==> src/rtl/time_setting_pkg.sv <==
// Shared types, constants and digit arithmetic for the time field editor.
package time_setting_pkg;

    localparam int DIGIT_W = 4;

    // Per-digit limits for a MMDDhhmmss field, leftmost digit in the MSB nibble.
    localparam logic [39:0] DEFAULT_DIGIT_MAX = 40'h19_39_29_59_59;

    typedef enum logic {
        EDIT = 1'b0,
        PEND = 1'b1
    } edit_state_t;

    // +1 against limit m. A digit already above its limit (loaded) is treated as at the limit.
    function automatic logic [DIGIT_W-1:0] bcd_inc(input logic [DIGIT_W-1:0] d,
                                                   input logic [DIGIT_W-1:0] m,
                                                   input logic wrap);
        logic [DIGIT_W-1:0] r;
        if (d >= m) r = wrap ? '0 : m;
        else        r = d + 1'b1;
        return r;
    endfunction

    // -1 against limit m. An out-of-range digit snaps back to the limit.
    function automatic logic [DIGIT_W-1:0] bcd_dec(input logic [DIGIT_W-1:0] d,
                                                   input logic [DIGIT_W-1:0] m,
                                                   input logic wrap);
        logic [DIGIT_W-1:0] r;
        if (d == '0)    r = wrap ? m : '0;
        else if (d > m) r = m;
        else            r = d - 1'b1;
        return r;
    endfunction

endpackage

==> src/rtl/time_field_editor_if.sv <==
// Commit handshake between the editor (master) and the timekeeping core (slave).
interface time_field_editor_if
    import time_setting_pkg::*;
#(
    parameter int NUM_DIGITS = 10
);
    logic [DIGIT_W*NUM_DIGITS-1:0] time_value;
    logic                          time_valid;
    logic                          time_ready;
    logic                          set_time_mode;

    modport master (
        output time_value,
        output time_valid,
        output set_time_mode,
        input  time_ready
    );

    modport slave (
        input  time_value,
        input  time_valid,
        input  set_time_mode,
        output time_ready
    );
endinterface

==> src/rtl/time_field_editor_btn_event.sv <==
// Button rise detector. With TIME_EDIT_AUTOREPEAT_EN defined, a held button (while
// rep_en_i is high) also emits repeat events: first after REPEAT_DLY cycles, then every
// REPEAT_PER cycles. The repeat timer is a down-counter cleared on release or when
// rep_en_i drops.
module btn_event #(
    parameter logic [15:0] REPEAT_DLY = 16'd5000,
    parameter logic [15:0] REPEAT_PER = 16'd1000
) (
    input  logic clk,
    input  logic rst,
    input  logic btn_i,
    input  logic rep_en_i,
    output logic evt_o
);
    logic btn_q, btn_d;
    logic rise;

    assign btn_d = btn_i;
    assign rise  = btn_i & ~btn_q;

    // Previous button level for edge detection.
    always_ff @(posedge clk or posedge rst) begin
        if (rst) btn_q <= 1'b0;
        else     btn_q <= btn_d;
    end

`ifdef TIME_EDIT_AUTOREPEAT_EN
    logic [15:0] cnt_q, cnt_d;
    logic        rep;

    // Hold timer: load delay on rise, fire and reload period at terminal count.
    always_comb begin
        cnt_d = '0;
        rep   = 1'b0;
        if (rise && rep_en_i) begin
            cnt_d = REPEAT_DLY;
        end else if (btn_i && rep_en_i && cnt_q != '0) begin
            if (cnt_q == 16'd1) begin
                rep   = 1'b1;
                cnt_d = REPEAT_PER;
            end else begin
                cnt_d = cnt_q - 16'd1;
            end
        end
    end

    // Repeat timer register.
    always_ff @(posedge clk or posedge rst) begin
        if (rst) cnt_q <= '0;
        else     cnt_q <= cnt_d;
    end

    assign evt_o = rise | rep;
`else
    logic unused_cfg;
    assign unused_cfg = ^{rep_en_i, REPEAT_DLY, REPEAT_PER};
    assign evt_o      = rise;
`endif

endmodule

==> src/rtl/time_field_editor.sv <==
// Digit-field editor for clock/calendar setting with a valid/ready commit port.
// Optional feature macro: TIME_EDIT_AUTOREPEAT_EN (auto-repeat on held inc/dec).
//
//  state | meaning
//  EDIT  | buttons edit digits/cursor; commit captures digits and raises time_valid
//  PEND  | commit offered; edits ignored, time_value frozen until valid&ready
module time_field_editor
    import time_setting_pkg::*;
#(
    parameter int                            NUM_DIGITS = 10,
    parameter logic [DIGIT_W*NUM_DIGITS-1:0] DIGIT_MAX  = DEFAULT_DIGIT_MAX,
    parameter int                            WRAP       = 1,
    parameter logic [15:0]                   REPEAT_DLY = 16'd5000,
    parameter logic [15:0]                   REPEAT_PER = 16'd1000
) (
    input  logic                            clk,
    input  logic                            rst,
    input  logic                            edit_en,
    input  logic                            btn_inc,
    input  logic                            btn_dec,
    input  logic                            btn_next,
    input  logic                            btn_prev,
    input  logic                            btn_commit,
    input  logic                            load,
    input  logic [DIGIT_W*NUM_DIGITS-1:0]   load_value,
    output logic [DIGIT_W*NUM_DIGITS-1:0]   digits,
    output logic [$clog2(NUM_DIGITS)-1:0]   cursor,
    time_field_editor_if.master             tif
);
    localparam int                 CUR_W = $clog2(NUM_DIGITS);
    localparam logic [CUR_W-1:0]   LAST  = CUR_W'(NUM_DIGITS - 1);
    localparam int                 VAL_W = DIGIT_W * NUM_DIGITS;

    edit_state_t       state_q, state_d;
    logic [VAL_W-1:0]  digits_q, digits_d;
    logic [CUR_W-1:0]  cursor_q, cursor_d;
    logic [VAL_W-1:0]  time_value_q, time_value_d;
    logic              time_valid_q, time_valid_d;
    logic              stm_q, stm_d;

    logic inc_ev, dec_ev, next_ev, prev_ev, commit_ev;
    logic rep_en;
    logic do_commit, do_edit, hs;
    logic [DIGIT_W-1:0] cur_digit, cur_max;

    assign rep_en = edit_en & (state_q == EDIT);

    btn_event #(.REPEAT_DLY(REPEAT_DLY), .REPEAT_PER(REPEAT_PER)) u_inc (
        .clk(clk), .rst(rst), .btn_i(btn_inc),    .rep_en_i(rep_en), .evt_o(inc_ev));
    btn_event #(.REPEAT_DLY(REPEAT_DLY), .REPEAT_PER(REPEAT_PER)) u_dec (
        .clk(clk), .rst(rst), .btn_i(btn_dec),    .rep_en_i(rep_en), .evt_o(dec_ev));
    btn_event #(.REPEAT_DLY(REPEAT_DLY), .REPEAT_PER(REPEAT_PER)) u_next (
        .clk(clk), .rst(rst), .btn_i(btn_next),   .rep_en_i(1'b0),   .evt_o(next_ev));
    btn_event #(.REPEAT_DLY(REPEAT_DLY), .REPEAT_PER(REPEAT_PER)) u_prev (
        .clk(clk), .rst(rst), .btn_i(btn_prev),   .rep_en_i(1'b0),   .evt_o(prev_ev));
    btn_event #(.REPEAT_DLY(REPEAT_DLY), .REPEAT_PER(REPEAT_PER)) u_commit (
        .clk(clk), .rst(rst), .btn_i(btn_commit), .rep_en_i(1'b0),   .evt_o(commit_ev));

    // Load outranks commit, which outranks any digit or cursor edit.
    assign do_commit = (state_q == EDIT) & edit_en & commit_ev & ~load;
    assign do_edit   = (state_q == EDIT) & edit_en & ~commit_ev & ~load;
    assign hs        = (state_q == PEND) & time_valid_q & tif.time_ready;

    assign cur_digit = digits_q[cursor_q*DIGIT_W +: DIGIT_W];
    assign cur_max   = DIGIT_MAX[cursor_q*DIGIT_W +: DIGIT_W];

    // FSM state register.
    always_ff @(posedge clk or posedge rst) begin
        if (rst) state_q <= EDIT;
        else     state_q <= state_d;
    end

    // FSM next state: commit offers the value, handshake returns to editing.
    always_comb begin
        state_d = state_q;
        case (state_q)
            EDIT: if (do_commit) state_d = PEND;
            PEND: if (hs)        state_d = EDIT;
        endcase
    end

    // Datapath: digit/cursor edits, commit capture and handshake outputs.
    always_comb begin
        digits_d     = digits_q;
        cursor_d     = cursor_q;
        time_value_d = time_value_q;
        time_valid_d = time_valid_q;
        stm_d        = 1'b0;
        if (load) begin
            digits_d = load_value;
        end else if (do_edit) begin
            if (inc_ev && !dec_ev)
                digits_d[cursor_q*DIGIT_W +: DIGIT_W] = bcd_inc(cur_digit, cur_max, WRAP != 0);
            else if (dec_ev && !inc_ev)
                digits_d[cursor_q*DIGIT_W +: DIGIT_W] = bcd_dec(cur_digit, cur_max, WRAP != 0);
            if (next_ev && !prev_ev)
                cursor_d = (cursor_q == '0) ? LAST : cursor_q - 1'b1;
            else if (prev_ev && !next_ev)
                cursor_d = (cursor_q == LAST) ? '0 : cursor_q + 1'b1;
        end
        if (do_commit) begin
            time_value_d = digits_q;
            time_valid_d = 1'b1;
        end
        if (hs) begin
            time_valid_d = 1'b0;
            stm_d        = 1'b1;
        end
    end

    // Datapath registers.
    always_ff @(posedge clk or posedge rst) begin
        if (rst) begin
            digits_q     <= '0;
            cursor_q     <= LAST;
            time_value_q <= '0;
            time_valid_q <= 1'b0;
            stm_q        <= 1'b0;
        end else begin
            digits_q     <= digits_d;
            cursor_q     <= cursor_d;
            time_value_q <= time_value_d;
            time_valid_q <= time_valid_d;
            stm_q        <= stm_d;
        end
    end

    assign digits            = digits_q;
    assign cursor            = cursor_q;
    assign tif.time_value    = time_value_q;
    assign tif.time_valid    = time_valid_q;
    assign tif.set_time_mode = stm_q;

endmodule

==> src/flat_wrapper.sv <==
// flat-port wrapper written by rule: the top's interface ports become plain ports
module time_field_editor_flat import time_setting_pkg::*;
#(
    parameter int                            NUM_DIGITS = 10,
    parameter logic [DIGIT_W*NUM_DIGITS-1:0] DIGIT_MAX  = DEFAULT_DIGIT_MAX,
    parameter int                            WRAP       = 1,
    parameter logic [15:0]                   REPEAT_DLY = 16'd5000,
    parameter logic [15:0]                   REPEAT_PER = 16'd1000
)
  (clk, rst, edit_en, btn_inc, btn_dec, btn_next, btn_prev, btn_commit, load, load_value, digits, cursor, tif_time_value, tif_time_valid, tif_set_time_mode, tif_time_ready);
  time_field_editor_if #(.NUM_DIGITS(NUM_DIGITS)) tif_i ();
  input  logic clk;
  input  logic rst;
  input  logic edit_en;
  input  logic btn_inc;
  input  logic btn_dec;
  input  logic btn_next;
  input  logic btn_prev;
  input  logic btn_commit;
  input  logic load;
  input  logic [DIGIT_W*NUM_DIGITS-1:0] load_value;
  output logic [DIGIT_W*NUM_DIGITS-1:0] digits;
  output logic [$clog2(NUM_DIGITS)-1:0] cursor;
  output wire logic [$bits(tif_i.time_value)-1:0] tif_time_value;
  output wire logic [$bits(tif_i.time_valid)-1:0] tif_time_valid;
  output wire logic [$bits(tif_i.set_time_mode)-1:0] tif_set_time_mode;
  input wire logic [$bits(tif_i.time_ready)-1:0] tif_time_ready;
  assign tif_time_value = tif_i.time_value;
  assign tif_time_valid = tif_i.time_valid;
  assign tif_set_time_mode = tif_i.set_time_mode;
  assign tif_i.time_ready = tif_time_ready;
  time_field_editor #(.NUM_DIGITS(NUM_DIGITS), .DIGIT_MAX(DIGIT_MAX), .WRAP(WRAP), .REPEAT_DLY(REPEAT_DLY), .REPEAT_PER(REPEAT_PER)) u_core (.clk(clk), .rst(rst), .edit_en(edit_en), .btn_inc(btn_inc), .btn_dec(btn_dec), .btn_next(btn_next), .btn_prev(btn_prev), .btn_commit(btn_commit), .load(load), .load_value(load_value), .digits(digits), .cursor(cursor), .tif(tif_i));
endmodule
==> config.mk <==
export PLATFORM = sky130hd
export DESIGN_NAME = time_field_editor_flat
export DESIGN_NICKNAME = d
export VERILOG_FILES = /design/src/rtl/time_setting_pkg.sv /design/src/rtl/time_field_editor_if.sv /design/src/rtl/time_field_editor_btn_event.sv /design/src/rtl/time_field_editor.sv /design/src/flat_wrapper.sv
export SDC_FILE = /design/constraint.sdc
export NUM_CORES = 1
export LEC_CHECK = 0
export BUFFER_PORTS_ARGS = -buffer_cell sky130_fd_sc_hd__buf_2
export CORE_MARGIN = 2
export CORE_UTILIZATION = 53
export DETAILED_ROUTE_END_ITERATION = 10
export HOLD_SLACK_MARGIN = 0.03
export PLACE_DENSITY_LB_ADDON = 0.05
export SKIP_CTS_REPAIR_TIMING = 1
export SLEW_MARGIN = 5
export SYNTH_ARGS = -nofsm -noshare
export SYNTH_HDL_FRONTEND = slang
export SYNTH_SLANG_ARGS = --single-unit
==> constraint.sdc <==
create_clock -name clk -period 4.4 [get_ports clk]
set_clock_uncertainty 0.1 [all_clocks]
set_input_delay 0.44 -clock clk [delete_from_list [all_inputs] [get_ports clk]]
set_output_delay 0.44 -clock clk [all_outputs]
set_load 0.005 [all_outputs]
=== After elaboration in Yosys (flattened, before gate mapping) ===
Index checks and enable logic that the tools add are counted.

* Div/mod/pow operators: 0
* Bitwise gates (word level): 20
* Shift operators: 5
* Equality and inequality tests: 1
* Reductions and logical operators: 16
* $add $sub $neg: 5
* Mux-type cells: 26
* Order comparisons: 2
* Multipliers: 0

{| class="wikitable"
|+ Operators by type and width
! kind !! number
|-
| $mux W40 || 4
|-
| $bwmux W40 || 2
|-
| $shiftx A4 B34 Y40 || 2
|-
| $mux W4 || 14
|-
| $shift A4 B34 Y40 const A || 1
|-
| $shiftx A40 B7 Y4 || 1
|-
| $shiftx A40 B7 Y4 const A || 1
|-
| $neg A6 Y34 || 1
|-
| $and A1 B1 Y1 || 12
|-
| $add A4 B1 Y4 const B || 2
|-
| $logic_not A4 Y1 || 2
|-
| $not A1 Y1 || 8
|-
| $sub A4 B1 Y4 const B || 2
|-
| $reduce_bool A2 Y1 || 3
|-
| $mux W1 || 5
|-
| $eq A4 B4 Y1 const B || 1
|-
| $ge A4 B4 Y1 || 1
|-
| $gt A4 B4 Y1 || 1
|-
| $logic_and A1 B1 Y1 || 4
|-
| $logic_not A1 Y1 || 4
|-
| $reduce_and A3 Y1 || 1
|-
| $reduce_bool A3 Y1 || 1
|-
| $pmux W1 S2 || 1
|-
| $reduce_and A2 Y1 || 1
|}

* Bits of input ports: 50
* Memories: 0
* Flip-flop bits (word level): 92
* Latch bits: 0
* Memory bits (read-only): 0
* Memory bits (writable): 0
* Logic and storage cells: 86

=== Depth between registers and ports, before layout ===
* Depth after elaboration: 14
* Gate-level depth with buffers: 15

=== Hierarchy ===
Synthesis repeated with hierarchy kept, for this count alone.

* Cell total of the unflattened synthesis: 438
* Area total of the unflattened synthesis: 4818.4 sq um

{| class="wikitable"
|+ Modules (own cells, without submodules)
! module !! seq. area each (sq um) !! cells each !! area an instance (sq um) !! times used
|-
| time_field_editor || 2179.6 || 423 || 4605.7 || 1
|-
| btn_event || 25.0 || 3 || 42.5 || 5
|}

=== Worst setup path before layout ===
No wires, ideal clock.

* Path type: reg2reg
* Start: reg u_core.cursor_q[0], in the netlist u_core.cursor[0]
* End: reg u_core.digits_q[0], in the netlist u_core.digits[0]
* Setup time: 118 ps
* Arrival: 3351 ps
* Stages on the path, launching flop included: 13
* Period minus slack after synthesis: 3569 ps
* Required time: 4182 ps
* Slack: 831 ps
* Cells stage by stage: dfstp_2 > buf_6 > mux4_2 > a32o_1 > nor2_1 > inv_1 > ha_1 > and3_1 > a22oi_2 > a2111oi_2 > a211oi_4 > a211oi_1 > a21o_1

* Cells in the longest elaborated chain, start to end: 14

{| class="wikitable"
|+ RTL lines
! item !! RTL line !! text
|-
| from (decl) || time_field_editor.sv:36 || <nowiki>logic [CUR_W-1:0] cursor_q, cursor_d;</nowiki>
|-
| from (signal assigned) || time_field_editor.sv:121 || <nowiki>cursor_q <= cursor_d;</nowiki>
|-
| $shiftx A40 B7 Y4, on equally long branches || time_field_editor.sv:64, time_field_editor.sv:65 ||
|-
| $sub A4 B1 Y4 or $gt A4 B4 Y1 (tied branches) || time_setting_pkg.sv:31, time_setting_pkg.sv:30 ||
|-
| $mux W4 || time_setting_pkg.sv:30 || <nowiki>else if (d > m) r = m;</nowiki>
|-
| $mux W4 || time_setting_pkg.sv:29 || <nowiki>if (d == '0) r = wrap ? m : '0;</nowiki>
|-
| $mux W4 || time_field_editor.sv:94 || <nowiki>else if (dec_ev && !inc_ev)</nowiki>
|-
| $mux W4 || time_field_editor.sv:92 || <nowiki>if (inc_ev && !dec_ev)</nowiki>
|-
| $mux W4 || time_field_editor.sv:91 || <nowiki>end else if (do_edit) begin</nowiki>
|-
| $mux W4 || time_field_editor.sv:89 || <nowiki>if (load) begin</nowiki>
|-
| $shiftx A4 B34 Y40 || time_field_editor.sv:95 || <nowiki>digits_d[cursor_q*DIGIT_W +: DIGIT_W] = bcd_dec(cur_digit, cur_max, WRAP != 0);</nowiki>
|-
| $bwmux W40 || time_field_editor.sv:95 ||
|-
| $mux W40 || time_field_editor.sv:94 ||
|-
| $mux W40 (*) || time_field_editor.sv:92 ||
|-
| $mux W40 (*) || time_field_editor.sv:91 ||
|-
| $mux W40 (*) || time_field_editor.sv:89 ||
|-
| to (signal assigned) || time_field_editor.sv:120 || <nowiki>digits_q <= digits_d;</nowiki>
|-
| to (decl) || time_field_editor.sv:35 || <nowiki>logic [VAL_W-1:0] digits_q, digits_d;</nowiki>
|}

Mark *: on every way between the ends. The rest lies on a longest branch, timed or not. The select of a mux whose other input is x is not followed.
A chain may end at the register's enable or synchronous reset.

=== Final worst setup path ===
* Start: reg u_core.cursor_q[1], in the netlist u_core.cursor[1]
* End: reg u_core.digits_q[29], in the netlist u_core.digits[29]

The elaborated chain is that of the path after synthesis.

==> reports/qor.yml <==
status: "complete, no violations"
setup_viol: 0
ys_ff_latch: 92
holdCritPathClass: "in -> reg"
critPathLaunchType: "flop"
synth_fp_nets: 557
grt_overflow: 0
ys.flop_type: "dfrtp_1"
crit_arrival_ns: 4.18
io_buffers: 135
syn_area_sq_um: 4940
track_usage_pct: 28.4
period_minus_slack_ns: 4.07
grt_start_max_net_pins: 67
nets: 687
globalplace.congestion: 0.972
io_pins: 136
cp_max_fo: 18
syn_inst: 494
drive_gt1_share_pct: 32.8
antenna_found_initial: 0
area_delta_synth_final_pct: 19.3
slew_viol_final: 0
grt_pass1_wl_um: 22300
totalWireLength_um: 13800
synthArstFlopShare_pct: 100
avgSynthCellArea_sq_um: 10.0
start_util_pct: 54.0
powerDensity_nw_per_um2: 701
yosysMostFrequentCell: "dfrtp_1"
netlist.area_leader.share_pct: 45.6
post-synth-top-area-cell: "dfrtp_1"
p_leak_nw: 2.96
clockBufferDepth: 2
synth-edff-count: 0
cts_max_level: 3
die-width_um: 101
synth-seq-area-share_pct: 46.7
grt_setup_unrepaired: "false"
wl_per_cell_um: 18.7
fmax_ghz: 0.246
slew_headroom_pct: 32.6
tritoncts: "done"
fp.dieH_um: 101
worstSetupEndpointType: "flop"
first_global_vias: 4271
criticalPathCategory: "reg -> reg"
dp_hpwl_um: 10200
clkTransAtPathRegs_ns: 0.10
diodes: 0
core-area_sq_um: 9150
tns_ns: 0
drc: 0
insertion_delay_ns: 0.37
max-vdd-ir-drop_v: 0.000364
finalHoldViolCount: 0
viasPerCell: 5.90
drtPass1Iterations: 5
cts.sink_count: 92
synth_commonest_cells: "dfrtp_1, nand2_1, o21ai_0, inv_1, mux2_2"
drv_cap: 0
yosysUniqueCellTypes: 63
postRouteAntennaNets: 0
vias: 4365
cp.required_ns: 4.51
fin_crit_sh_pct: 92.5
place_area_sq_um: 5700
drt_iter0_markers: 382
numCtsBuffers: 9
rows: 35
yosys_warnings: 0
design_area_sq_um: 5890
yosys-top-cells-area: "dfrtp_1, mux2_2, nand2_1, o221ai_1, o21ai_0"
dieArea_sq_um: 10100
root_buffer: "clkbuf_8"
worst_pin_slew_ns: 1.01
-- cells by family (layout without fill, tap and decap cells) --
family	Yosys count	after routing	synth area share, %
buffers and inverters	56	191	4.74
XOR/XNOR	4	4	0.710
multiplexers	48	48	11.2
adder cells (fa/ha/maj)	13	13	3.29
flip-flops	92	92	46.7
AND/OR/NAND/NOR	166	166	16.5
AO/OA/AOI/OAI	115	115	16.9
-- worst paths after layout --
kind	start	to	slack [ns]	cells past startpoint
max	u_core.cursor[1]	u_core.digits[29]	0.33	12
min	btn_next	u_core.u_next.btn_q	0.09	1
max reg2reg	u_core.cursor[1]	u_core.digits[29]	0.33	12
min reg2reg	u_core.tif.time_value[18]	u_core.tif.time_value[18]	0.39	2
max in group asynchronous	rst	u_core.tif.time_value[6]	3.03	3
min in group asynchronous	rst	u_core.tif.time_value[13]	0.12	2
-- per-stage QoR --
stage	power [mW]	std cells	util [%]	setup slack, ns	hold WS, ns
2_1_floorplan	2.74	494	-	0.831	0.371
3_3_place_gp	3.53	724	62.3	0.487	0.358
3_5_place_dp	3.57	724	62.3	0.421	0.366
4_1_cts	4.14	740	64.4	0.380	0.0794
5_1_grt	4.42	740	64.4	0.0749	0.0794
6_report	4.13	740	64.4	0.330	0.0853
-- registers in the layout, summed over array words and instances, names as in the netlist --
name	cells
u_core.u_next.btn_q	1
u_core.u_prev.btn_q	1
u_core.state_q	1
u_core.u_dec.btn_q	1
u_core.tif.time_value	40
u_core.tif.time_valid	1
u_core.tif.set_time_mode	1
u_core.digits	40
u_core.cursor	4
u_core.u_inc.btn_q	1
u_core.u_commit.btn_q	1
-- critical path, cell delays in order (launching register included) --
cell	delay, ns
dfrtp_1	0.82
mux2_2	0.41
a32o_1	0.31
nor2_1	0.20
inv_1	0.13
ha_1	0.31
and3_1	0.20
nand2_1	0.08
a22oi_2	0.40
a211o_1	0.17
mux2i_1	0.10
nor2_2	0.48
o221ai_1	0.20
-- area by class of cell --
| cell class | count | area [sq um] |
|---|---|---|
| Inverter | 32 | 121 |
| Sequential cell | 92 | 2300 |
| Timing Repair Buffer | 143 | 736 |
| Clock buffer | 9 | 124 |
| Clock inverter | 7 | 66.3 |
| Fill cell | 788 | 3260 |
| Multi-Input combinational cell | 346 | 2400 |
| Tap cell | 111 | 139 |
-- layout by cell type, fill, tap and decap left out, types with 13 or more instances in the layout --
cell type	count
a21oi_1	13
buf_2	135
dfrtp_1	90
ha_1	13
inv_1	30
mux2_2	29
mux2i_1	15
nand2_1	78
nand3_1	13
nor2_1	18
o21ai_0	33
o221ai_1	22
-- power breakdown --
part	total, mW	switching, mW	internal, mW
clock	0.567	0.349	0.219
sequential	1.29	0.196	1.09
combinational	2.27	1.36	0.911
total	4.13	1.91	2.22
-- metal layers --
metal	up-vias	global-route usage, %	part of all wire (%)
met1	2132	39.3	44
met5	-	0	0
met3	22	3.68	5.6
li1	2034	-	-
met2	177	47.4	48
met4	0	7.27	1.6
(Power assumes the default switching activity.)
